### config.mk
export PLATFORM = sky130hd
export DESIGN_NAME = pc_control
export DESIGN_NICKNAME = d
export VERILOG_FILES = /design/src/rtl/pc_ctrl_pkg.sv /design/src/rtl/sat_counter.sv /design/src/rtl/pc_control.sv
export SDC_FILE = /design/constraint.sdc
export NUM_CORES = 1
export LEC_CHECK = 0
export CAP_MARGIN = 15
export CORE_MARGIN = 2
export CORE_UTILIZATION = 45
export DETAILED_ROUTE_END_ITERATION = 10
export PLACE_DENSITY = 0.82
export REMOVE_ABC_BUFFERS = 1
export SLEW_MARGIN = 5
export SYNTH_ARGS = -nofsm -noshare
export SYNTH_HDL_FRONTEND = slang
export SYNTH_SLANG_ARGS = --single-unit
### constraint.sdc
create_clock -name clk -period 2.6 [get_ports clk]
set_input_delay 0.39 -clock clk [delete_from_list [all_inputs] [get_ports clk]]
set_output_delay 0.39 -clock clk [all_outputs]
set_load 0.01 [all_outputs]
### src/rtl/pc_ctrl_pkg.sv
// Shared types and defaults for the fetch-stage next-PC sequencer.
package pc_ctrl_pkg;

  localparam int PC_W_DEF   = 16;
  localparam int PC_INC_DEF = 2;
  localparam int PERF_W     = 16;

  typedef enum logic [1:0] {
    BOOT   = 2'd0,
    RUN    = 2'd1,
    REDIR  = 2'd2,
    HALTED = 2'd3
  } state_t;

endpackage

### src/rtl/sat_counter.sv
// Width-parameterised up-counter that sticks at all-ones.
module sat_counter #(
  parameter int W = 16
) (
  input  logic         clk,
  input  logic         rst_n,
  input  logic         inc,
  output logic [W-1:0] count
);

  // Count events, holding at the maximum value instead of wrapping.
  always_ff @(posedge clk or negedge rst_n) begin
    if (!rst_n) begin
      count <= '0;
    end else if (inc && (count != {W{1'b1}})) begin
      count <= count + W'(1);
    end
  end

endmodule

### src/rtl/pc_control.sv
// Next-PC sequencer for the fetch stage: sequential advance, stalls,
// EX-stage redirects (deferred while a fetch is outstanding) and HALT.
// Optional build macro PC_CTRL_PERF_EN adds redirect/stall event counters.
module pc_control
  import pc_ctrl_pkg::*;
#(
  parameter int PC_W   = PC_W_DEF,
  parameter int PC_INC = PC_INC_DEF
) (
  input  logic            clk,
  input  logic            rst_n,
  input  logic [PC_W-1:0] pc_q,
  input  logic            imem_ready,
  input  logic            stall,
  input  logic            redirect,
  input  logic [PC_W-1:0] redirect_target,
  input  logic            halt,
  output logic [PC_W-1:0] next_pc,
  output logic            pc_we,
  output logic            fetch_req,
  output logic            flush,
  output logic            halted
`ifdef PC_CTRL_PERF_EN
  ,
  output logic [PERF_W-1:0] perf_redirects,
  output logic [PERF_W-1:0] perf_stalls
`endif
);

  state_t          state, state_d;
  logic [PC_W-1:0] pend_tgt, pend_tgt_d;

  // State and deferred redirect target registers.
  // NOTE: sequential state uses non-blocking assignments so every register
  // samples pre-edge values, independent of block ordering.
  always_ff @(posedge clk or negedge rst_n) begin
    if (!rst_n) begin
      state    <= BOOT;
      pend_tgt <= '0;
    end else begin
      state    <= state_d;
      pend_tgt <= pend_tgt_d;
    end
  end

  // Next-state and Mealy outputs; redirect outranks halt, halt outranks stall.
  // NOTE: every signal gets a default before the case so no path leaves one
  // unassigned, which would otherwise infer a latch.
  always_comb begin
    state_d    = state;
    pend_tgt_d = pend_tgt;
    next_pc    = pc_q;
    pc_we      = 1'b0;
    fetch_req  = 1'b0;
    flush      = 1'b0;
    unique case (state)
      BOOT: begin
        state_d = RUN;
      end
      RUN: begin
        fetch_req = 1'b1;
        if (redirect) begin
          flush = 1'b1;
          if (imem_ready) begin
            pc_we   = 1'b1;
            next_pc = redirect_target;
          end else begin
            // Fetch at pc_q still in flight: park the target until it lands.
            pend_tgt_d = redirect_target;
            state_d    = REDIR;
          end
        end else if (halt) begin
          state_d = HALTED;
        end else if (!stall && imem_ready) begin
          pc_we   = 1'b1;
          next_pc = pc_q + PC_W'(PC_INC);
        end
      end
      REDIR: begin
        fetch_req = 1'b1;
        if (redirect) begin
          pend_tgt_d = redirect_target;
          flush      = 1'b1;
        end
        if (imem_ready) begin
          pc_we   = 1'b1;
          flush   = 1'b1;
          next_pc = redirect ? redirect_target : pend_tgt;
          state_d = RUN;
        end
      end
      HALTED: begin
        state_d = HALTED;
      end
      default: begin
        state_d = BOOT;
      end
    endcase
  end

  assign halted = (state == HALTED);

`ifdef PC_CTRL_PERF_EN
  logic stall_evt;
  assign stall_evt = (state == RUN) && stall && !redirect && !halt;

  sat_counter #(.W(PERF_W)) u_redirect_cnt (
    .clk   (clk),
    .rst_n (rst_n),
    .inc   (flush),
    .count (perf_redirects)
  );

  sat_counter #(.W(PERF_W)) u_stall_cnt (
    .clk   (clk),
    .rst_n (rst_n),
    .inc   (stall_evt),
    .count (perf_stalls)
  );
`else
  // Counters not built in this configuration.
`endif

endmodule
==> impl_results.md, run 1 <==
* Crit Path Max Fanout at 3
* Number of remaining DRC errors at 0
* Post-Route WL at roughly 7200 µm
* Slew Limit Fails at 0
* Syn Inst Count at 258
* Finished Cell Area at 3130 µm²
* Area delta synth->final at 54.0%
* Io pins at between 50 and 60
* Worst skew pair latency at around 0.26 ns
* Remaining Overflow, GRT at 0
* Layout cells sized above 1 at between 30% and 40%
* Commonest non-fill, non-tap cell in the layout: buf_4
* Lkg Pwr at 1.39 nW
* Crit path to: next_pc[10]
* Placement Setup Slack at -0.637 ns
* GRT Util Overall at between 20 and 30%
* Max-Cap Viols at 0
* Clk sinks at 18
* 1st-iter DRT viols at ~350
* Post-synth ARST share at 100%
* Critical Path Start Type: input port
* Relative slew slack at 65.9%
* Worst-case reg-to-reg path depth at 6
* Ranking of synthesized cells by area: dfrtp_1, mux2_2, mux2i_1, a21oi_1, nand2_1
* R2r endpoint: pend_tgt[13]
* Total power at approximately 2.8 mW
* Die Wd at about 70 µm
* Critical path's largest stage delay at approximately 0.48 ns
* Crit Path Class: in -> out
* Hold Crit Class: in -> async
* Peak supply drop at between 0.0005 and 0.0006 V
* Reg-to-reg startpoint: state[0]
* Worst EP arrival at around 2.2 ns
* Fin cells at just over 400
* Hold_ws at ~0.47 ns
* Slowest-stage cell, CP: clkdlybuf4s50_1
* Number of diodes at 0
* Worst Skew at roughly 0.0033 ns
* Chip Height at ~71 µm
* Power density cells at about 900 nW/µm²
* Via count at between 2000 and 3000
* Row Count at 24
* DR WL/cell at 17.7 µm
* Mean number of vias per cell at roughly 6.3
* Mapped cell area at around 2000 µm²
* Largest area contributor in the netlist: dfrtp_1
* Largest net degree at the start of global routing at 32
* First-pass GRT wire length at between 10000 and 15000 µm
* Detailed Place HPWL at 5240 µm
* Register area at between 400 and 500 µm²
* Synthesized flop and latch total at 18
* Status: finished, final reports clean
* CTS tree: done
* Crit path cell chain: clkdlybuf4s50_1, nand4_1, nor4_2, nor3_1, a311o_1, a21oi_2, clkdlybuf4s15_2
* Final setup viols at 0
* Final WS setup at ~0.045 ns
* CTS Hold Bufs at 0
* Most frequent cells in the layout: buf_4, clkdlybuf4s50_1, nand2_1, a21oi_1, mux2_2
* Initial Util at 46.7%
* Crit path launch: pc_q[3]
* Multi-input gate area at about 1500 µm²
* Drt pass-1 iters at 7
* Setup total negative slack at 0 ns
* DP Area at about 3000 µm²
* Fmax at slightly below 400 MHz
* Final nets at approximately 400
* Hold Fails Final Rpt at 0
* Post-synth EDFFs at 0
* Yosys warns at 0
* # port buffers at between 50 and 60
* Core Footprint at between 4000 and 5000 µm²
* Yosys top cell area share at approximately 22%
* Clock Tree Buf Depth at 2
* Vias in the first global route at approximately 2500
* GPL Wtd Cong at 0.944
* Clock buffer count from CTS at 3
* Initial antenna violation count at 0
* CP required at 2.21 ns
* CTS clk-pin slew, worst paths at ~0.080 ns
* Avg Inst Size Synth at between 7 and 8 µm²
* Period utilization at just under 100%
* Ys flop type: dfrtp_1
* Placed Cells at 400
* Worst slew pin tran at between 0.5 and 0.6 ns
* R2R setup slack at 0.52 ns
* Minimum clock period at about 2.6 ns
* Util after Layout at 71.9%
* Clock root cell: clkbuf_8
* Antenna Nets Post-Route at 0
* CP endpoint kind: output port
* Die ar. at slightly above 5000 µm²
* Filler instances at roughly 330
* Post-synth cell types at 52
* H-tree levels at 1
* Register area share after synthesis at roughly 22%
## cell type report
cell class,count,area share (%)
clock buffer,3,1.32
inverter,10,1.28
multi-input combinational,207,48.3
sequential,18,14.4
tap,52,2.08
timing repair buffer,117,32.6
## synth_stat cells, types with 3 or more instances
library cell,instances
dfrtp_1,18
a211oi_1,3
nand2_1,27
nand4_1,6
inv_1,9
ha_1,4
o31ai_1,3
mux2_2,20
buf_2,5
xnor2_1,5
a21oi_1,24
o21ai_0,19
a221oi_1,3
nor3_1,3
nand3_1,4
or2_2,3
clkbuf_1,14
a22oi_1,5
o221ai_1,3
o211ai_1,4
nor2_1,13
mux2i_1,18
o22ai_1,5
## worst min-delay path by stage
stage,slack (ns),to
5_1_grt,0.52,pend_tgt[11]
4_1_cts,0.48,pend_tgt[11]
3_5_place_dp,0.49,pend_tgt[7]
3_3_place_gp,0.48,pend_tgt[0]
6_report,0.47,pend_tgt[11]
2_1_floorplan,0.09,pend_tgt[0]
## sequential cells by signal (all words and copies together), names as in the netlist
name,count
pend_tgt,16
state,2
## kinds of logic (layout without fill, tap and decap cells)
group           after synthesis  count (layout)  synth area share (%)
flops                        18              18                  22.2
mux                          38              38                  20.0
xor+xnor                      7               7                  3.02
simple gates                 68              68                  16.4
buf+inv                      33             130                  6.96
compound gates               90              90                  29.0
fa+ha+maj                     4               4                  2.46
## timing repair
| item | CTS | global route |
|---|---|---|
| endpoints found under the hold margin | 0 | 0 |
| gates resized for setup | 45 | 20 |
| buffers inserted | 2 | 2 |
| setup endpoints to repair | 17 | 12 |
| pin swaps | 4 | 2 |
## routing by layer
| layer | vias up | part of all wire [%] | wire (µm) | track usage, % |
|---|---|---|---|---|
| met3 | 29 | 8.8 | 637 | 3.70 |
| met2 | 159 | 48 | 3430 | 47.1 |
| li1 | 1168 | - | - | - |
| met5 | - | 0 | 0 | 0 |
| met4 | 0 | 3.0 | 213 | 10.7 |
| met1 | 1216 | 41 | 2930 | 39.0 |
## report_power, final
group / internal, mW / switching (mW)
clock network: 0.103 / 0.103
logic: 1.05 / 1.05
registers: 0.425 / 0.0887
## worst max-delay path, delay by kind of cell
family                 cells  cell delay (ns)
AO/OA/AOI/OAI              2             0.45
buffers and inverters      2             0.71
AND/OR/NAND/NOR            3             0.61
(Power assumes the default switching activity.)
==> run 2: changes to the inputs <==
- MAX_ROUTING_LAYER: default -> met4
==> run 2 against run 1 <==
Compared with the run above:
- combinational power hardly changed
- clock-buffer cell count stayed put
- clock power hardly changed
- global-route usage hardly changed
- sequential share of layout area is 0.099 points higher
- highest routed layer unchanged
- largest cell class unchanged
- utilization is 0.49 points lower
- clock skew is 0.00064 ns higher
- via count is 6.0% lower
- hold slack worse by 0.0010 ns
- critical path type unchanged
- die area stayed put
- maximum frequency is 0.81% higher
- largest power group unchanged
==> impl_results.md, run 2 (same netlist as run 1, synthesis figures left out) <==
* Final nets at about 400
* Most flop-heavy register: pend_tgt
* CP required at around 2.2 ns
* Critical path's largest stage delay at between 0.4 and 0.5 ns
* Largest net degree at the start of global routing at 32
* Minimum clock period at around 2.5 ns
* Die ar. at 5070 µm²
* Crit-path leading delay family: buffers and inverters
* Die Wd at just over 70 µm
* Number of remaining DRC errors at 0
* Fin cells at ~400
* Status: finished, final reports clean
* First-pass GRT wire length at between 10000 and 15000 µm
* Crit path cell chain: clkdlybuf4s50_1, nand4_1, nor4_2, nor3_1, a311o_1, a21oi_2, clkdlybuf4s15_2
* Io pins at 58
* Commonest non-fill, non-tap cell in the layout: buf_4
* Initial Util at 46.7%
* Worst EP arrival at about 2.1 ns
* Filler instances at approximately 320
* Hold Crit Class: in -> async
* Crit Path Max Fanout at 3
* Slew Limit Fails at 0
* CTS Hold Bufs at 0
* Core Footprint at 4350 µm²
* Clock buffer count from CTS at 3
* Final setup viols at 0
* Detailed Place HPWL at 4970 µm
* CTS tree: done
* Util after Layout at 71.4%
* Relative slew slack at about two thirds
* Fmax at 394 MHz
* Largest register FFs at 16
* Post-Route WL at about 7000 µm
* Hold_ws at approximately 0.47 ns
* Area delta synth->final at 53.0%
* Worst slew pin tran at between 0.5 and 0.6 ns
* Number of diodes at 0
* GRT Util Overall at between 20% and 30%
* Lkg Pwr at approximately 1.4 nW
* Crit path buf inv count at 2
* Placed Cells at between 300 and 400
* Clk sinks at 18
* Antenna Nets Post-Route at 0
* CP endpoint kind: output port
* Critical Path Start Type: input port
* Remaining Overflow, GRT at 0
* H-tree levels at 1
* Slowest-stage cell, CP: clkdlybuf4s50_1
* Peak supply drop at 0.000660 V
* Clock Tree Buf Depth at 2
* Via count at 2418
* Total power at roughly 2.8 mW
* DR WL/cell at 17.0 µm
* Worst skew pair latency at roughly 0.26 ns
* Worst Skew at ~0.004 ns
* Hold Fails Final Rpt at 0
* Chip Height at around 71 µm
* Crit Path Class: in -> out
* Clock root cell: clkbuf_8
* Initial antenna violation count at 0
* GPL Wtd Cong at 0.932
* Power density cells at ~900 nW/µm²
* Row Count at 24
* Drt pass-1 iters at 5
* Mean number of vias per cell at 6.00
* Most frequent cells in the layout: buf_4, clkdlybuf4s50_1, nand2_1, a21oi_1, mux2_2
* Biggest regs: pend_tgt: 16 flops, state: 2 flops
* Period utilization at between 90% and 100%
* CTS clk-pin slew, worst paths at about 0.080 ns
* Max-Cap Viols at 0
* Vias in the first global route at around 2400
* Setup total negative slack at 0 ns
* # port buffers at 57
* 1st-iter DRT viols at between 200 and 250
* Layout cells sized above 1 at between 30 and 40%
run 2: cell count changes in the layout (fill, tap and decap cells not counted), sizes merged:
cell	before	now
buf	63	60
clkbuf	8	5
clkdlybuf4s15	2	4
clkinv	0	1
dlygate4sd2	8	10
dlymetal6s2s	4	2
inv	10	9
run 2: report_power, final:
group / internal, mW / switching (mW)
logic: 1.05 / 1.02
clock network: 0.103 / 0.104
registers: 0.425 / 0.0887
total: 1.58 / 1.21
run 2: worst reg2reg max path, cell delays in order (launching register included):
cell and delay, ns:
dfrtp_1 0.43, inv_1 0.11, ha_4 0.20, buf_4 0.18
o211ai_1 0.44, buf_12 0.22, mux2_2 0.35
run 2: timing repair:
| action | in CTS | in global routing |
|---|---|---|
| pin swaps | 4 | 3 |
| endpoints found under the setup margin | 17 | 9 |
| buffers inserted | 2 | 1 |
| gates resized for setup | 51 | 11 |
| cloned | 0 | 0 |
run 2: area by class of cell:
type	instances	area [µm²]	share of cell area [%]
tap	52	65.1	2.09
timing repair buffer	113	976	31.4
multi-input combinational	207	1540	49.4
clock buffer	3	41.3	1.33
inverter	10	38.8	1.25
sequential	18	450	14.5
run 2: per-layer routing:
| metal | vias to the layer above | track usage [%] | wire length (µm) |
|---|---|---|---|
| met5 | - | - | 0 |
| met4 | 0 | 10.9 | 91 |
| met3 | 12 | 3.99 | 447 |
| met2 | 97 | 43.9 | 3310 |
| met1 | 1156 | 38.8 | 3000 |
| li1 | 1153 | - | - |
run 2: final timing paths:
kind | slack, ns | from | to | cells past startpoint
worst max-delay path | 0.07 | pc_q[4] | next_pc[10] | 7
worst min-delay path | 0.47 | rst_n | pend_tgt[11] | 2
worst max register to register | 0.56 | state[1] | pend_tgt[0] | 6
worst min register to register | 0.51 | pend_tgt[0] | pend_tgt[0] | 1
max in group asynchronous | 1.91 | rst_n | pend_tgt[3] | 2
min in group clk | 0.51 | pend_tgt[0] | pend_tgt[0] | 1
run 2: stage by stage:
step                instance area, µm²  setup slack [ns]
detailed placement                2970            -0.548
global route                      3110          -0.00575
global placement                  2970            -0.514
finish                            3110            0.0650
floorplan                         1930             0.239
CTS                               3080           -0.0259
